## src/rtl/bist_pkg.sv

```systemverilog
// Shared definitions for the BIST engine.
//   - state_t    : sequencer states
//   - cnt_w()    : width of a counter that must hold values 0..n
//   - default LFSR/MISR feedback tap masks for common widths
package bist_pkg;

    typedef enum logic [2:0] {
        IDLE,
        INIT,
        SHIFT,
        CAPTURE,
        FLUSH,
        COMPARE,
        DONE
    } state_t;

    function automatic int cnt_w(input int n);
        return (n < 1) ? 1 : $clog2(n + 1);
    endfunction

    // Maximal-length feedback masks (bit i set = register bit i feeds the XOR).
    localparam logic [3:0]  LFSR_TAPS_4  = 4'b1100;
    localparam logic [7:0]  LFSR_TAPS_8  = 8'hB8;
    localparam logic [15:0] LFSR_TAPS_16 = 16'hB400;

    localparam logic [7:0]  MISR_TAPS_8  = 8'hB8;
    localparam logic [15:0] MISR_TAPS_16 = 16'hB400;
    localparam logic [31:0] MISR_TAPS_32 = 32'h8020_0003;

endpackage

```

## src/rtl/bist_misr.sv

```systemverilog
// Multiple-input signature register.
// Ports:
//   CLK  in        clock, rising edge
//   RST  in        synchronous active-high reset, clears the signature
//   clr  in        synchronous clear (start of a run)
//   en   in        absorb d into the signature this cycle
//   d    in  N_IN  parallel response bits, zero-extended to W
//   sig  out W     current signature
module bist_misr
    import bist_pkg::*;
#(
    parameter int           W    = 16,
    parameter logic [W-1:0] TAPS = MISR_TAPS_16,
    parameter int           N_IN = 3
) (
    input  logic            CLK,
    input  logic            RST,
    input  logic            clr,
    input  logic            en,
    input  logic [N_IN-1:0] d,
    output logic [W-1:0]    sig
);

    logic [W-1:0] r_misr;
    logic [W-1:0] w_d_ext;
    logic [W-1:0] w_next;

    always_comb begin
        w_d_ext           = '0;
        w_d_ext[N_IN-1:0] = d;
        w_next            = {r_misr[W-2:0], ^(r_misr & TAPS)} ^ w_d_ext;
    end

    always_ff @(posedge CLK) begin
        if (RST || clr) begin
            r_misr <= '0;
        end else if (en) begin
            r_misr <= w_next;
        end
    end

    assign sig = r_misr;

endmodule

```

## src/rtl/bist_engine.sv

```systemverilog
// Self-contained BIST engine: LFSR stimulus, shift/capture sequencing of a
// scan-inserted DUT, MISR response compaction and golden-signature compare.
// Ports:
//   CLK           in               clock, rising edge
//   RST           in               synchronous active-high reset
//   bist_start    in               start request (honoured in IDLE/DONE)
//   bist_abort    in               abort an active run (INIT..COMPARE)
//   func_in       in  N_FUNC_IN    mission-mode DUT inputs
//   dut_in        out N_FUNC_IN    DUT functional inputs (LFSR while running)
//   scan_en       out              DUT scan enable
//   scan_in       out              DUT scan chain input
//   resp          in  N_RESP       resp[0]=scan_out, upper bits=DUT outputs
//   bist_running  out              high in INIT..COMPARE
//   bist_end      out              high in DONE
//   pass_fail     out              1 = final signature matched GOLDEN
//   signature     out MISR_W       current MISR contents
module bist_engine
    import bist_pkg::*;
#(
    parameter int                LFSR_W    = 8,
    parameter logic [LFSR_W-1:0] LFSR_TAPS = 8'hB8,
    parameter logic [LFSR_W-1:0] LFSR_SEED = 8'h01,
    parameter int                MISR_W    = 16,
    parameter logic [MISR_W-1:0] MISR_TAPS = 16'hB400,
    parameter int                SCAN_LEN  = 16,
    parameter int                N_PAT     = 256,
    parameter int                N_FUNC_IN = 3,
    parameter int                N_RESP    = 3,
    parameter logic [MISR_W-1:0] GOLDEN    = 16'h0000
) (
    input  logic                 CLK,
    input  logic                 RST,
    input  logic                 bist_start,
    input  logic                 bist_abort,
    input  logic [N_FUNC_IN-1:0] func_in,
    output logic [N_FUNC_IN-1:0] dut_in,
    output logic                 scan_en,
    output logic                 scan_in,
    input  logic [N_RESP-1:0]    resp,
    output logic                 bist_running,
    output logic                 bist_end,
    output logic                 pass_fail,
    output logic [MISR_W-1:0]    signature
);

    localparam int SHIFT_W = cnt_w(SCAN_LEN);
    localparam int PAT_W   = cnt_w(N_PAT);

    // An all-zero seed would lock the LFSR up, so it is replaced by 1.
    localparam logic [LFSR_W-1:0] SEED_FIX =
        (LFSR_SEED == '0) ? LFSR_W'(1) : LFSR_SEED;
    localparam logic [SHIFT_W-1:0] SHIFT_LAST = SHIFT_W'(SCAN_LEN - 1);
    localparam logic [PAT_W-1:0]   PAT_LAST   = PAT_W'(N_PAT - 1);

    state_t             r_state;
    state_t             w_next_state;
    logic [LFSR_W-1:0]  r_lfsr;
    logic [SHIFT_W-1:0] r_shift_cnt;
    logic [PAT_W-1:0]   r_pat_cnt;
    logic               r_pass;

    logic               w_active;
    logic               w_abort;
    logic               w_shift_last;
    logic               w_pat_last;
    logic               w_misr_en;
    logic               w_misr_clr;
    logic [MISR_W-1:0]  w_sig;

    always_comb begin
        w_next_state = r_state;
        scan_en      = 1'b0;
        bist_running = 1'b0;
        bist_end     = 1'b0;
        w_misr_en    = 1'b0;
        w_misr_clr   = 1'b0;
        w_active     = (r_state != IDLE) && (r_state != DONE);
        w_abort      = bist_abort && w_active;
        w_shift_last = (r_shift_cnt == SHIFT_LAST);
        w_pat_last   = (r_pat_cnt == PAT_LAST);

        case (r_state)
            IDLE: begin
                if (bist_start) w_next_state = INIT;
            end
            INIT: begin
                bist_running = 1'b1;
                w_misr_clr   = 1'b1;
                w_next_state = SHIFT;
            end
            SHIFT: begin
                bist_running = 1'b1;
                scan_en      = 1'b1;
                w_misr_en    = 1'b1;
                if (w_shift_last) w_next_state = CAPTURE;
            end
            CAPTURE: begin
                bist_running = 1'b1;
                w_misr_en    = 1'b1;
                w_next_state = w_pat_last ? FLUSH : SHIFT;
            end
            FLUSH: begin
                bist_running = 1'b1;
                scan_en      = 1'b1;
                w_misr_en    = 1'b1;
                if (w_shift_last) w_next_state = COMPARE;
            end
            COMPARE: begin
                bist_running = 1'b1;
                w_next_state = DONE;
            end
            DONE: begin
                bist_end = 1'b1;
                if (bist_start) w_next_state = INIT;
            end
            default: w_next_state = IDLE;
        endcase

        // Abort drops scan_en in the abort cycle itself and freezes the
        // MISR so the partial signature can be inspected afterwards.
        if (w_abort) begin
            w_next_state = IDLE;
            scan_en      = 1'b0;
            w_misr_en    = 1'b0;
            w_misr_clr   = 1'b0;
        end
    end

    always_ff @(posedge CLK) begin
        if (RST) begin
            r_state     <= IDLE;
            r_lfsr      <= SEED_FIX;
            r_shift_cnt <= '0;
            r_pat_cnt   <= '0;
            r_pass      <= 1'b0;
        end else begin
            r_state <= w_next_state;
            if (w_abort) begin
                r_pass <= 1'b0;
            end else begin
                case (r_state)
                    IDLE, DONE: begin
                        if (bist_start) r_pass <= 1'b0;
                    end
                    INIT: begin
                        r_lfsr      <= SEED_FIX;
                        r_shift_cnt <= '0;
                        r_pat_cnt   <= '0;
                    end
                    SHIFT, FLUSH: begin
                        r_lfsr      <= {r_lfsr[LFSR_W-2:0], ^(r_lfsr & LFSR_TAPS)};
                        r_shift_cnt <= w_shift_last ? '0 : r_shift_cnt + 1'b1;
                    end
                    CAPTURE: begin
                        if (!w_pat_last) r_pat_cnt <= r_pat_cnt + 1'b1;
                    end
                    COMPARE: begin
                        r_pass <= (w_sig == GOLDEN);
                    end
                    default: ;
                endcase
            end
        end
    end

    bist_misr #(
        .W    (MISR_W),
        .TAPS (MISR_TAPS),
        .N_IN (N_RESP)
    ) u_misr (
        .CLK (CLK),
        .RST (RST),
        .clr (w_misr_clr),
        .en  (w_misr_en),
        .d   (resp),
        .sig (w_sig)
    );

    assign dut_in    = bist_running ? r_lfsr[N_FUNC_IN-1:0] : func_in;
    assign scan_in   = r_lfsr[LFSR_W-1];
    assign pass_fail = r_pass;
    assign signature = w_sig;

endmodule

```

## config.mk

```make
export PLATFORM = sky130hd
export DESIGN_NAME = bist_engine
export DESIGN_NICKNAME = d
export VERILOG_FILES = /design/src/rtl/bist_pkg.sv /design/src/rtl/bist_misr.sv /design/src/rtl/bist_engine.sv
export SDC_FILE = /design/constraint.sdc
export NUM_CORES = 1
export LEC_CHECK = 0
export CORE_UTILIZATION = 40
export DETAILED_ROUTE_END_ITERATION = 7
export GPL_ROUTABILITY_DRIVEN = 0
export GPL_TIMING_DRIVEN = 0
export MAX_ROUTING_LAYER = met4
export SYNTH_ARGS = -nofsm -noshare
export SYNTH_HDL_FRONTEND = slang
export SYNTH_SLANG_ARGS = --single-unit
export TNS_END_PERCENT = 1
```

## constraint.sdc

```tcl
create_clock -name CLK -period 2.35 [get_ports CLK]
set_input_delay 0.47 -clock CLK [delete_from_list [all_inputs] [get_ports CLK]]
set_output_delay 0.47 -clock CLK [all_outputs]
set_load 0.02 [all_outputs]
```

==> results of run 1 <==
## cell usage in the layout, fill, tap and decap left out, drive strengths merged, types with 5 or more instances in the layout
cell           synthesis  layout
nor3                   5       5
nand3                  6       6
xor2                   7       7
clkdlybuf4s50          0      26
clkbuf                 3       9
o21ai                  8       8
a22oi                  5       5
a21oi                 16      16
nand2                 13      13
dfxtp                 42      42
buf                   23      26
xnor2                  9       9
mux2i                 15      15
inv                    7       7
nor2                  33      33
## where the power goes
part / switching, W / total, W / leakage [nW] / internal [W]
combinational: 0.000105 / 0.000191 / 0.610 / 0.0000857
sequential: 0.00000739 / 0.000727 / 0.339 / 0.000720
clock: 0.000234 / 0.000439 / 0.0383 / 0.000205
total: 0.000347 / 0.00136 / 0.987 / 0.00101
## repair_timing
action	4_1_cts	5_1_grt
resized for setup	12	4
pin swaps	2	1
buffers inserted	2	1
endpoints found under the setup margin	6	4
hold buffers	0	0
## how the worst min path moves through the flow
stage                 start           end  slack (ps)  cells past startpoint
3_5_place_dp   r_pat_cnt[8]  r_pat_cnt[8]         450                      2
4_1_cts        r_pat_cnt[8]  r_pat_cnt[8]         460                      2
3_3_place_gp   r_pat_cnt[8]  r_pat_cnt[8]         440                      2
5_1_grt        r_pat_cnt[8]  r_pat_cnt[8]         480                      2
6_report       r_pat_cnt[8]  r_pat_cnt[8]         460                      2
2_1_floorplan  r_pat_cnt[8]  r_pat_cnt[8]         430                      2
## stage by stage
stage	total power, W	area, sq um
floorplan	0.000865	2130
global placement	0.000928	2540
detailed placement	0.000929	2540
CTS	0.00136	2640
global route	0.00141	2650
finish	0.00136	2650
## worst max-delay path: cells and delay by family (launching register included)
kind / cells / cell delay (ps)
buffers and inverters: 4 / 720
flip-flops: 1 / 310
multiplexers: 1 / 320
AO/OA/AOI/OAI: 1 / 170
## state kept, by name, summed over array words and instances (netlist names)
name	count
pass_fail	1
r_lfsr	8
r_pat_cnt	9
r_shift_cnt	5
r_state	3
u_misr.sig	16
## cell families after synthesis
kind of cell	Yosys count	share of synthesized area (%)
mux	18	8.64
fa+ha+maj	4	2.35
simple gates	84	20.6
compound gates	39	12.3
buf+inv	33	10.0
flops	42	39.5
xor+xnor	16	6.58
## layer usage
layer  wire (um)  vias up  part of all wire, %  track usage [%]
met2        1930       28                   45             27.0
met3         147        6                  3.4             4.02
li1            -      884                    -                -
met5           0        -                    0                -
met4          50        0                  1.2             5.03
met1        2140      778                   50             22.5
## layout make-up
cell class              instances  share of cell area [%]
clock buffers                   7                    2.89
multi-input cells             161                    41.0
plain buffers                  25                    7.00
flip-flops and latches         42                    31.8
repair buffers                 35                    13.0
inverters                       7                   0.993
well taps                      70                    3.31
==> flow_summary_export.csv, run 1 <==
group,metric,value,unit
outcome,status,"completed",
pwr,power_per_cell_area,513,nW/um^2
synthesis,dominantRegCellSynth,"dfxtp_1",
setup_path,critPathLaunch,"r_state[1]",
global_route,antenna_found_initial,0,
floorplan,die_h,75.0,um
setup_path,critPathCaptureType,"output port",
synthesis,synth_most_common_cell,"dfxtp_1",
global_route,grt_max_degree,12,
setup_path,crit_required,1880,ps
drt,avgRoutedWirePerCell,12.3,um
synthesis,synth_seq_area_share,39.5,%
sta,hold_viol_final,0,
setup_path,worstPathArrival,1810,ps
synthesis,yosys-top-cells-area,"dfxtp_1, mux2i_1, nor2_1",
synthesis,synth_area_leader_cell,"dfxtp_1",
floorplan,die_x,75.0,um
sta,min_period_over_period,97.0,%
pwr,power_leakage,0.987,nW
pwr,peakVddDrop,0.247,mV
cells_and_area,num-fill-cells,503,
synthesis,ys_warn_count,0,
floorplan,fp.dieArea,5620,sq um
sta,drv_slew,0,
synthesis,postSynthCellCount,236,
cells_and_area,drive_gt1_share,16.6,%
clock_network,cts_sinks,42,
setup_path,crit_chain,"buf_6, buf_2, a21oi_2, buf_4, mux2_2, clkdlybuf4s15_1",
setup_path,worstSetupEndpoint,"dut_in[2]",
cells_and_area,n_antenna_cell,0,
sta,fin_worst_skew,5.85,ps
drt,wl,4270,um
job,maxCapViolCount,0,
setup_path,crit_path_start_kind,"flip-flop",
synthesis,yosys.area.top_type_share,39.5,%
clock_network,numCtsBuffers,5,
global_route,grtUsageTotal,17.4,%
synthesis,syn-cell-area,2130,sq um
cells_and_area,multi_input_area,1080,sq um
drt,firstDrtPassIters,4,
sta,period_minus_slack,2280,ps
sta,finalSetupTns,0,ps
clock_network,cts_tree,"yes",
setup_path,slowest_delay,320,ps
global_route,grt_overflow_total,0,
clock_network,root_buffer,"clkbuf_8",
synthesis,ys_ff_latch,42,
synthesis,syn_nets,250,
clock_network,cts.htree.levels,2,
cells_and_area,finalNonFillerCells,347,
synthesis,synth_edf_count,0,
synthesis,synth_cell_types,44,
sta,fin_hold_ws,457,ps
placement,io_buffers,32,
global_route,grt_pass1_wl,7170,um
floorplan,io_pins,34,
clock_network,cts_buffer_depth,2,
setup_path,cp_slowest_cell,"mux2_2",
clock_network,cts.clk_slew.worst_paths,80,ps
synthesis,synthArstFlopShare,0,%
drt,drcViolationCount,0,
synthesis,netlist_top_cells_count,"dfxtp_1, nor2_1, a21oi_1, mux2i_1, buf_4",
cells_and_area,syn_to_final_growth,24.2,%
placement,dp_hpwl,3120,um
sta,worst_slew_pin_slew,558,ps
cells_and_area,final_util,51.8,%
floorplan,initial_core_util,41.7,%
worst_hold_path,hp-class,"reg2reg",
cells_and_area,finalNetCount,291,
setup_path,timing.reg2reg.setup_slack,400,ps
sta,fin_ws,69.4,ps
sta,max_freq,0.438,GHz
cells_and_area,regArea,841,sq um
setup_path,ff2ff_path_depth,9,
sta,setup_viol,0,
setup_path,worstSetupPathType,"reg2out",
setup_path,r2r_start,"r_pat_cnt[0]",
sta,slew_headroom,62.5,%
setup_path,r2r-end,"r_pat_cnt[8]",
placement,place_inst,338,
synthesis,syn_area_per_cell,9.02,sq um
placement,dp_slack,-329,ps
setup_path,crit_fanout,10,
drt,drtIter0Drc,57,
drt,antenna_left,0,
floorplan,core_area,5110,sq um
clock_network,insertion_delay,290,ps
drt,routed-via-count,1696,
floorplan,num_rows,26,
global_route,grt_pass1_vias,1541,
drt,viasPerCell,4.89,
(Power assumes the default switching activity.)
==> inputs of run 2 (changes only) <==
--- a/config.mk
+++ b/config.mk
@@ -10,6 +10,7 @@
 export GPL_ROUTABILITY_DRIVEN = 0
 export GPL_TIMING_DRIVEN = 0
 export MAX_ROUTING_LAYER = met4
+export PLACE_DENSITY = 0.75
 export SYNTH_ARGS = -nofsm -noshare
 export SYNTH_HDL_FRONTEND = slang
 export SYNTH_SLANG_ARGS = --single-unit
==> run 2 against run 1 <==
Effect of this change: clock power is 27% higher; global-route usage is 0.86 points lower; first-iteration DRC count is 58% higher; cell count is 0.29% higher; non-clock buffer count stayed put; highest routed layer unchanged.
==> flow_summary_export.csv, run 2 (synthesis results as in run 1) <==
group,metric,value,unit
global_route,antenna_found_initial,0,
clock_network,hold_buffers,0,
setup_path,worstPathArrival,1780,ps
global_route,grtUsageMet2,28.2,%
placement,dp_hpwl,3060,um
cells_and_area,layout_commonest_cell,"dfxtp_1",
cells_and_area,final_cell_mix,"dfxtp_1, nor2_1, clkdlybuf4s50_1",
global_route,top_usage_layer,"met2",
worst_hold_path,hold_end,"r_shift_cnt[4]",
cells_and_area,num-fill-cells,496,
sta,rsz0062_at_grt,"false",
sta,period_minus_slack,2250,ps
global_route,grt_pass1_vias,1630,
clock_network,numCtsBuffers,5,
drt,wl,4150,um
pwr,internal_power,0.00112,W
clock_network,insertion_delay,290,ps
cells_and_area,finalNetCount,291,
outcome,status,"completed",
setup_path,worstSetupPathType,"reg2out",
pwr,peakVddDrop,0.357,mV
sta,finalSetupTns,0,ps
worst_hold_path,holdPathStages,2,
setup_path,crit_fanout,10,
global_route,grt_overflow_total,0,
floorplan,fp.dieArea,5620,sq um
clock_network,cts_buffer_depth,2,
sta,fin_hold_ws,470,ps
global_route,grt_max_degree,14,
sta,hold_viol_final,0,
sta,min_period_over_period,95.8,%
pwr,power_leakage,1.00,nW
setup_path,critPathCaptureType,"output port",
drt,routed-via-count,1746,
sta,fin_worst_skew,7.72,ps
cells_and_area,syn_to_final_growth,26.0,%
sta,worst_slew_pin_slew,554,ps
clock_network,cts.clk_slew.worst_paths,70,ps
pwr,p_seq_share,49.3,%
sta,drv_slew,0,
global_route,grtUsageTotal,16.5,%
drt,firstDrtPassIters,4,
worst_hold_path,hp-start,"r_shift_cnt[4]",
global_route,met3_usage,3.61,%
cells_and_area,largest_reg_flops,16,
cells_and_area,final_util,52.5,%
sta,setup_viol,0,
placement,dp_slack,-331,ps
worst_hold_path,hp-class,"reg2reg",
sta,slew_headroom,62.8,%
setup_path,ff2ff_path_depth,9,
floorplan,io_pins,34,
pwr,switchingPower,0.000355,W
pwr,finalPower,0.00148,W
job,maxCapViolCount,0,
clock_network,cts.htree.levels,2,
floorplan,initial_core_util,41.7,%
pwr,power_per_cell_area,550,nW/um^2
clock_network,root_buffer,"clkbuf_8",
floorplan,num_rows,26,
setup_path,timing.reg2reg.setup_slack,390,ps
cells_and_area,drive_gt1_share,18.0,%
floorplan,die_x,75.0,um
pwr,power_frac_comb,12.9,%
clock_network,cts_tree,"yes",
drt,drcViolationCount,0,
drt,antenna_left,0,
global_route,met1_usage,19.8,%
sta,fin_ws,99.6,ps
setup_path,crit_path_start_kind,"flip-flop",
drt,drtIter0Drc,90,
clock_network,cts_sinks,42,
setup_path,crit_required,1880,ps
drt,viasPerCell,5.02,
setup_path,r2r_start,"r_pat_cnt[0]",
sta,max_freq,0.444,GHz
placement,io_buffers,32,
floorplan,core_area,5110,sq um
pwr,clockPowerShare,37.8,%
cells_and_area,n_antenna_cell,0,
global_route,grt_pass1_wl,7000,um
setup_path,r2r-end,"r_pat_cnt[8]",
floorplan,die_h,75.0,um
drt,avgRoutedWirePerCell,11.9,um
pwr,swShare,24.1,%
-- run 2: cell count changes in the layout (fill, tap and decap cells not counted), sizes merged --
cell / before / now
buf: 26 / 25
bufinv: 0 / 1
clkbuf: 9 / 11
clkdlybuf4s15: 3 / 0
clkinvlp: 0 / 1
dlygate4sd2: 2 / 3
-- run 2: cell type report --
class	count	area, sq um	area share, %
Sequential cell	42	841	31.3
Buffer	26	196	7.32
Clock inverter	2	37.5	1.40
Timing Repair Buffer	34	324	12.1
Tap cell	70	87.6	3.26
Inverter	7	26.3	0.979
Clock buffer	6	72.6	2.71
Multi-Input combinational cell	161	1100	40.9
-- run 2: worst max-delay path by stage --
stage / startpoint / end / slack [ps] / cells past startpoint
floorplan: r_state[2] / dut_in[0] / 270 / 5
global placement: bist_abort / scan_en / -320 / 3
detailed placement: bist_abort / scan_en / -330 / 3
CTS: r_state[1] / dut_in[1] / -60 / 6
global route: r_state[2] / dut_in[0] / 9 / 6
finish: r_state[2] / dut_in[0] / 100 / 6
-- run 2: power by group through the flow --
stage	registers, W	logic (W)	clock network (W)
2_1_floorplan	0.000744	0.000121	0
3_3_place_gp	0.000744	0.000181	0
3_5_place_dp	0.000744	0.000183	0
4_1_cts	0.000727	0.000188	0.000570
5_1_grt	0.000728	0.000208	0.000603
6_report	0.000727	0.000190	0.000558
-- run 2: timing repair --
| action | CTS | global route |
|---|---|---|
| setup buffers | 2 | 0 |
| pin swaps | 2 | 1 |
| gates resized for setup | 11 | 7 |
| endpoints found under the setup margin | 6 | 4 |
-- run 2: metal layers --
layer | vias up | share of wire (%)
li1 | 884 | -
met1 | 826 | 47
met2 | 32 | 50
met3 | 4 | 3.0
met4 | 0 | 0.70
met5 | - | 0
-- run 2: stage by stage --
stage,instance area [sq um],instances
after floorplan,2130,236
after global placement,2540,338
after detailed placement,2540,338
after CTS,2680,348
after global routing,2680,348
final,2680,348
-- run 2: critical path, stage by stage, from the launching register on --
cell and delay [ps]:
dfxtp_1 310, buf_4 160, buf_6 160, nor3_2 70
a21oi_4 140, mux2_2 340, dlygate4sd2_1 320
